[src/rtl/output_deskew.sv]
// Output-edge deskew for the systolic array: re-aligns the k-cycle staggered lanes into one
// valid vector, frames the aligned beats and flags words that arrive with only some lanes valid.
module output_deskew #(
    parameter int LANES      = 4,
    parameter int DATA_WIDTH = 16,
    parameter int FRAME_LEN  = 16,
    localparam int CNT_W     = (FRAME_LEN > 1) ? $clog2(FRAME_LEN) : 1
) (
    input  logic                        clk,
    input  logic                        rst_n,
    input  logic [LANES*DATA_WIDTH-1:0] i_data,
    input  logic [LANES-1:0]            i_valid,
    input  logic                        i_clr_err,
    output logic [LANES*DATA_WIDTH-1:0] o_data,
    output logic                        o_valid,
    output logic                        o_last,
    output logic [CNT_W-1:0]            o_beat_cnt,
    output logic                        o_err
);

    // Handshake: o_valid is a one-cycle strobe per aligned word with no ready; the consumer
    // must take every beat presented, since the array upstream cannot be stalled.

    localparam logic [CNT_W-1:0] CNT_LAST = CNT_W'(FRAME_LEN - 1);

    logic [LANES*DATA_WIDTH-1:0] av;
    logic [LANES-1:0]            vv;
    logic [CNT_W-1:0]            cnt;
    logic                        all_valid;
    logic                        mixed_valid;

    // Lane k needs LANES-1-k stages so every lane of a word lines up with the last lane.
    for (genvar k = 0; k < LANES; k++) begin : g_lane
        localparam int D = LANES - 1 - k;
        if (D == 0) begin : g_pass
            assign av[k*DATA_WIDTH +: DATA_WIDTH] = i_data[k*DATA_WIDTH +: DATA_WIDTH];
            assign vv[k]                          = i_valid[k];
        end else begin : g_dly
            logic [DATA_WIDTH-1:0] d_sr [D];
            logic                  v_sr [D];

            always_ff @(posedge clk) begin
                if (!rst_n) begin
                    for (int i = 0; i < D; i++) begin
                        d_sr[i] <= '0;
                        v_sr[i] <= 1'b0;
                    end
                end else begin
                    d_sr[0] <= i_data[k*DATA_WIDTH +: DATA_WIDTH];
                    v_sr[0] <= i_valid[k];
                    for (int i = 1; i < D; i++) begin
                        d_sr[i] <= d_sr[i-1];
                        v_sr[i] <= v_sr[i-1];
                    end
                end
            end

            assign av[k*DATA_WIDTH +: DATA_WIDTH] = d_sr[D-1];
            assign vv[k]                          = v_sr[D-1];
        end
    end

    assign all_valid   = &vv;
    assign mixed_valid = (|vv) && !all_valid;

    always_ff @(posedge clk) begin
        if (!rst_n) begin
            o_data     <= '0;
            o_valid    <= 1'b0;
            o_last     <= 1'b0;
            o_beat_cnt <= '0;
            o_err      <= 1'b0;
            cnt        <= '0;
        end else begin
            if (all_valid) begin
                o_valid    <= 1'b1;
                o_data     <= av;
                o_beat_cnt <= cnt;
                o_last     <= (cnt == CNT_LAST);
                cnt        <= (cnt == CNT_LAST) ? '0 : cnt + 1'b1;
            end else begin
                // Idle or dropped word: data and beat index hold for the consumer.
                o_valid <= 1'b0;
                o_last  <= 1'b0;
            end

            // A dropped word in the same cycle as a clear keeps the error visible.
            if (mixed_valid) begin
                o_err <= 1'b1;
            end else if (i_clr_err) begin
                o_err <= 1'b0;
            end
        end
    end

endmodule

[config.mk]
export PLATFORM = sky130hd
export DESIGN_NAME = output_deskew
export DESIGN_NICKNAME = d
export VERILOG_FILES = /design/src/rtl/output_deskew.sv
export SDC_FILE = /design/constraint.sdc
export NUM_CORES = 1
export LEC_CHECK = 0
export CAP_MARGIN = 20
export CORE_ASPECT_RATIO = 2
export CORE_MARGIN = 2
export CORE_UTILIZATION = 40
export CTS_CLUSTER_DIAMETER = 80
export CTS_CLUSTER_SIZE = 16
export DETAILED_ROUTE_END_ITERATION = 8
export PLACE_DENSITY = 0.68
export SYNTH_ARGS = -nofsm -noshare
export SYNTH_HDL_FRONTEND = slang
export SYNTH_SLANG_ARGS = --single-unit
[constraint.sdc]
create_clock -name clk -period 2.85 [get_ports clk]
set_input_delay 0.57 -clock clk [delete_from_list [all_inputs] [get_ports clk]]
set_output_delay 0.57 -clock clk [all_outputs]
set_load 0.02 [all_outputs]
# Word-level counts from Yosys, hierarchy flattened
# Memory sizes are Yosys's and may differ from the RTL's. A register that Yosys moved wholly into a read port is not among the register bits.
# Cells that the tools add are included.
dict set report totals {
  reg_bits 75
  ramBits 102
  input_bits 71
  elab_cells 55
  memories 6
}
dict set report op_classes {
  add_sub_neg 1
  eq_ne 1
  mux 20
  n_bitwise 10
  reduce_logical 11
}
# name words word_bits rd rd_clocked_by_memory_dff wr line_no
set mem_list {}
lappend mem_list {{g_lane[0].g_dly.d_sr} 3 16 3 1 3 39} ;# logic [DATA_WIDTH-1:0] d_sr [D];
lappend mem_list {{g_lane[1].g_dly.d_sr} 2 16 2 1 2 39}
lappend mem_list {{g_lane[2].g_dly.d_sr} 1 16 1 1 1 39}
lappend mem_list {{g_lane[0].g_dly.v_sr} 3 1 3 0 3 40} ;# logic v_sr [D];
lappend mem_list {{g_lane[1].g_dly.v_sr} 2 1 2 0 2 40}
lappend mem_list {{g_lane[2].g_dly.v_sr} 1 1 1 0 1 40}
# cell n
set ops {}
lappend ops {{$mux W16} 6}
lappend ops {{$reduce_or A16 Y1} 1}
lappend ops {{$mux W1} 13}
lappend ops {{$or A1 B1 Y1} 10}
lappend ops {{$reduce_and A5 Y1} 1}
lappend ops {{$add A4 B1 Y4 const B} 1}
lappend ops {{$eq A4 B4 Y1 const B} 1}
lappend ops {{$logic_not A1 Y1} 4}
lappend ops {{$mux W4} 1}
lappend ops {{$reduce_and A4 Y1} 1}
lappend ops {{$reduce_or A4 Y1} 1}
lappend ops {{$reduce_bool A2 Y1} 1}
lappend ops {{$logic_and A1 B1 Y1} 1}
lappend ops {{$reduce_or A1 Y1} 1}

# Longest topological paths before layout
dict set report depth {
  word_depth 4
  ltp_mapped 5
  ltp_nobuf 4
}

# Least setup slack after synthesis
# No wires, ideal clock.
dict set report synth_timing {
  kind {input -> register}
  start {in i_valid[3]}
  end {reg o_err}
  setup_ns 0.128
  t_arrival_ns 1.238
  slack_ns 1.484
  path_stages 3
  n_path_buf 0
  cell_sequence {or4_1 -> a21oi_1 -> nor2_1}
}
dict set report synth_via {
  elab_chain_cells 4
}
# item line_no
set synth_rtl {}
lappend synth_rtl {{from (decl)} 12} ;# input logic [LANES-1:0] i_valid,
lappend synth_rtl {{$reduce_and A4 Y1} 63} ;# assign all_valid = &vv;
lappend synth_rtl {{$logic_not A1 Y1} 64} ;# assign mixed_valid = (|vv) && !all_valid;
lappend synth_rtl {{$logic_and A1 B1 Y1 *} 64}
lappend synth_rtl {{$mux W1 or $reduce_bool A2 Y1 (tied branches)} n/a}
lappend synth_rtl {{to (signal assigned)} 72} ;# o_err <= 1'b0;
lappend synth_rtl {{to (signal assigned)} 89} ;# o_err <= 1'b1;
lappend synth_rtl {{to (signal assigned)} 91} ;# o_err <= 1'b0;
lappend synth_rtl {{to (decl)} 18} ;# output logic o_err
# Mark *: on every way between the ends. The rest lies on a longest branch, timed or not.
# A chain may end at the register's enable or synchronous reset.

# Final worst setup path
dict set report layout_timing {
  start {reg o_data[31] (read register of g_lane[1].g_dly.d_sr)}
  end {out o_data[31]}
}
# item line_no
set layout_lines {}
lappend layout_lines {{from (decl)} 14} ;# output logic [LANES*DATA_WIDTH-1:0] o_data,
# No word-level cell between the ends.

==> summary.txt <==
Status
  – Status: finished, final reports clean

Cells and area
  – Area Growth Syn to Fin: 38.8%
  – Finished Cell Area: 7410 um^2
  – # nets final: 750
  – Share of cells above drive strength 1: 6.08%
  – Antenna Cells: 0

Setup path
  – Cell family with most CP delay: buffers and inverters
  – Critical path's largest stage delay: 0.63 ns
  – Crit path launch type: flop
  – CP Max Fanout: 2
  – Worst Path Arrival: 1.41 ns
  – CP Class: flop to output pin
  – Worst path buffer plus inverter count: 1
  – Crit-path cells: clkdlybuf4s50_1
  – Data required, critical path: 2.28 ns
  – Critical Path End Type: output pin
  – Slowest cell on the critical path: clkdlybuf4s50_1

Place
  – Final HPWL DP: 7590 um
  – Placed cell area: 6850 um^2
  – GPL Wtd Cong: 0.779
  – IO buf count: 141

Global routing
  – Initial antenna violation count: 0
  – Congestion Overflow GR: 0
  – First-pass GRT wire length: 17,500 um
  – Vias in the first global route: 3,635
  – Global Route Usage Sum: 15.8%
  – Largest net degree at the start of global routing: 76

STA
  – Setup_tns: 0 ns
  – Slew Viols, Final: 0
  – Unrepaired setup endpoints after global routing: false
  – Hold slack: 0.428 ns
  – Rel. slew slack: 67.7%
  – Final period demand of the worst path: 1.98 ns
  – Fmax: 0.506 GHz
  – Worst Max-Slew Pin Slew: 0.484 ns
  – Final hold vios: 0
  – Fin crit share: 69.4%
  – Final Setup Violations: 0
  – Skew final: 0.00573 ns

Yosys
  – Area share of the leading cell type in the synthesized netlist: 66.4%
  – Synth cell count leaders: dfxtp_1, nand2_1, and2_1
  – Yosys reg bits: 177
  – Synth Area in XOR/XNOR: 0%
  – Async S/R FF share, synth: 0%
  – Mux share of post-synthesis cell area: 0%
  – Most used flip-flop cell after synthesis: dfxtp_1
  – Sequential fraction of the synthesis area: 66.4%
  – Synthesized instance count: 545
  – Compound-Gate Fraction of Synth Area: 7.01%
  – Post-synth EDFFs: 0
  – Syn_nets: 617
  – Simple-gate portion of the synthesized area: 23.3%
  – Synthesized area: 5340 um^2
  – Synth Area in Adders: 0.234%
  – Synthesized area per cell: 9.79 um^2
  – Largest family of logic cells by synthesized area: simple AND/OR/NAND/NOR gates
  – Synth area leader: dfxtp_1
  – Synth area leaders: dfxtp_1, and2_1, nand2_1, a21oi_1, clkbuf_1
  – Count of warnings emitted by yosys: 0
  – Synth unique cells: 20
  – Cell with the most instances after synthesis: dfxtp_1

Die
  – DIE WIDTH: 85.7 um
  – Die Y: 167 um
  – Number of cell rows: 59
  – Core ar.: 13,000 um^2
  – Die area: 14,300 um^2
  – Starting density of the core: 41.1%
  – Top Ports: 142

Clocking
  – Root buf cell: clkbuf_16
  – Max Root-Sink Buffers: 2
  – Cts repair resizes: 0
  – Clk slew on worst S/H paths: 0.06 ns
  – CTS tree: yes
  – Clk_lat worst skew: 0.41 ns
  – Htree depth: 4
  – Sink Count: 177
  – Number of buffers created by CTS: 17
  – Post-CTS Hold Buffers: 0
  – Post-CTS setup buffers: 0

Pwr
  – Logic pwr share: 3.8%
  – Sequential share of power: 52.4%
  – Internal Pwr Total: 3.88 mW
  – Clock Power Share: 43.8%
  – Pwr Density: 658 nW/um^2
  – Worst VDD drop: 0.451 mV
  – NetSw: 1.00 mW
  – Sw Share: 20.6%
  – Pleak: 2.71 nW

Drt
  – Via count: 3,802
  – Final ANT Viol Nets: 0
  – Total wire length: 11,000 um
  – First-pass detailed-route iteration total: 4
  – Via density: 4.51
  – Initial DRC Count: 135
  – DRC violations left: 0
  – DR WL/cell: 13.1 um

Flow run
  – MaxCap Viol Count: 0

Worst hold path
  – Worst Hold Class: flop to flop
[power by group through the flow]
stage	Sequential (mW)	Clock [mW]	Combinational, mW
2_1_floorplan	2.61	0	0.0711
3_3_place_gp	2.61	0	0.185
3_5_place_dp	2.61	0	0.188
4_1_cts	2.56	2.20	0.189
5_1_grt	2.56	2.31	0.203
6_report	2.56	2.14	0.186
[logic make-up (layout without fill, tap and decap cells)]
kind of cell / Yosys count / in the layout
AND/OR/NAND/NOR: 256 / 256
flip-flops: 177 / 177
AO/OA/AOI/OAI: 74 / 74
buffers and inverters: 37 / 183
adder cells (fa/ha/maj): 1 / 1
[sequential cells by signal, summed over array words and instances, names as in the netlist]
register / flops
g_lane.g_dly.d_sr: 96
o_data: 64
g_lane.g_dly.v_sr: 6
cnt: 4
o_beat_cnt: 4
o_err: 1
o_last: 1
o_valid: 1
[stage by stage]
step / power, mW / std cells / setup WS, ns / utilization (%)
after floorplan: 2.68 / 545 / 1.48 / -
after global placement: 2.79 / 811 / 0.796 / 52.7
after detailed placement: 2.80 / 811 / 0.701 / 52.7
after CTS: 4.94 / 843 / 0.842 / 57.0
after global routing: 5.07 / 843 / 0.822 / 57.0
final: 4.88 / 843 / 0.873 / 57.0
[layout by cell type (no fill, tap or decap)]
| cell type | count |
|---|---|
| a21oi_1 | 71 |
| a31oi_1 | 1 |
| and2_1 | 102 |
| and4_2 | 1 |
| buf_12 | 1 |
| buf_2 | 1 |
| buf_4 | 7 |
| clkbuf_1 | 1 |
| clkbuf_16 | 17 |
| clkbuf_8 | 4 |
| clkdlybuf4s50_1 | 140 |
| clkinv_2 | 1 |
| clkinv_4 | 3 |
| clkinvlp_4 | 5 |
| dfxtp_1 | 177 |
| ha_1 | 1 |
| inv_1 | 1 |
| inv_2 | 1 |
| inv_6 | 1 |
| nand2_1 | 141 |
| nand3_1 | 4 |
| nand4_1 | 1 |
| nor2_1 | 2 |
| nor2b_1 | 1 |
| nor3_1 | 1 |
| o21ai_0 | 1 |
| o31ai_1 | 1 |
| or3_1 | 2 |
| or4_1 | 1 |
[layer usage]
layer	routed length (um)	vias up	global-route usage [%]
met1	4180	1714	16.0
met3	450	18	4.24
met4	285	0	7.59
met2	6110	93	29.1
li1	-	1977	-
met5	0	-	0
[final timing paths]
| path | depth (start not counted) | slack, ns | startpoint | endpoint |
|---|---|---|---|---|
| max | 1 | 0.87 | o_data[31] | o_data[31] |
| min reg2reg | 1 | 0.43 | g_lane[1].g_dly.d_sr[0][0] | g_lane[1].g_dly.d_sr[1][0] |
| max reg2reg | 4 | 1.47 | g_lane[2].g_dly.v_sr[0] | o_data[54] |
| min | 1 | 0.43 | g_lane[1].g_dly.d_sr[0][0] | g_lane[1].g_dly.d_sr[1][0] |
[area by class of cell]
type,count,area (um^2)
fillers,1166,5580
flip-flops and latches,177,3540
multi-input cells,331,1630
repair buffers,149,1480
clock buffers,22,484
well taps,152,190
clock inverters,10,77.6
inverters,2,7.51
Power figures use the tool's default switching activity.
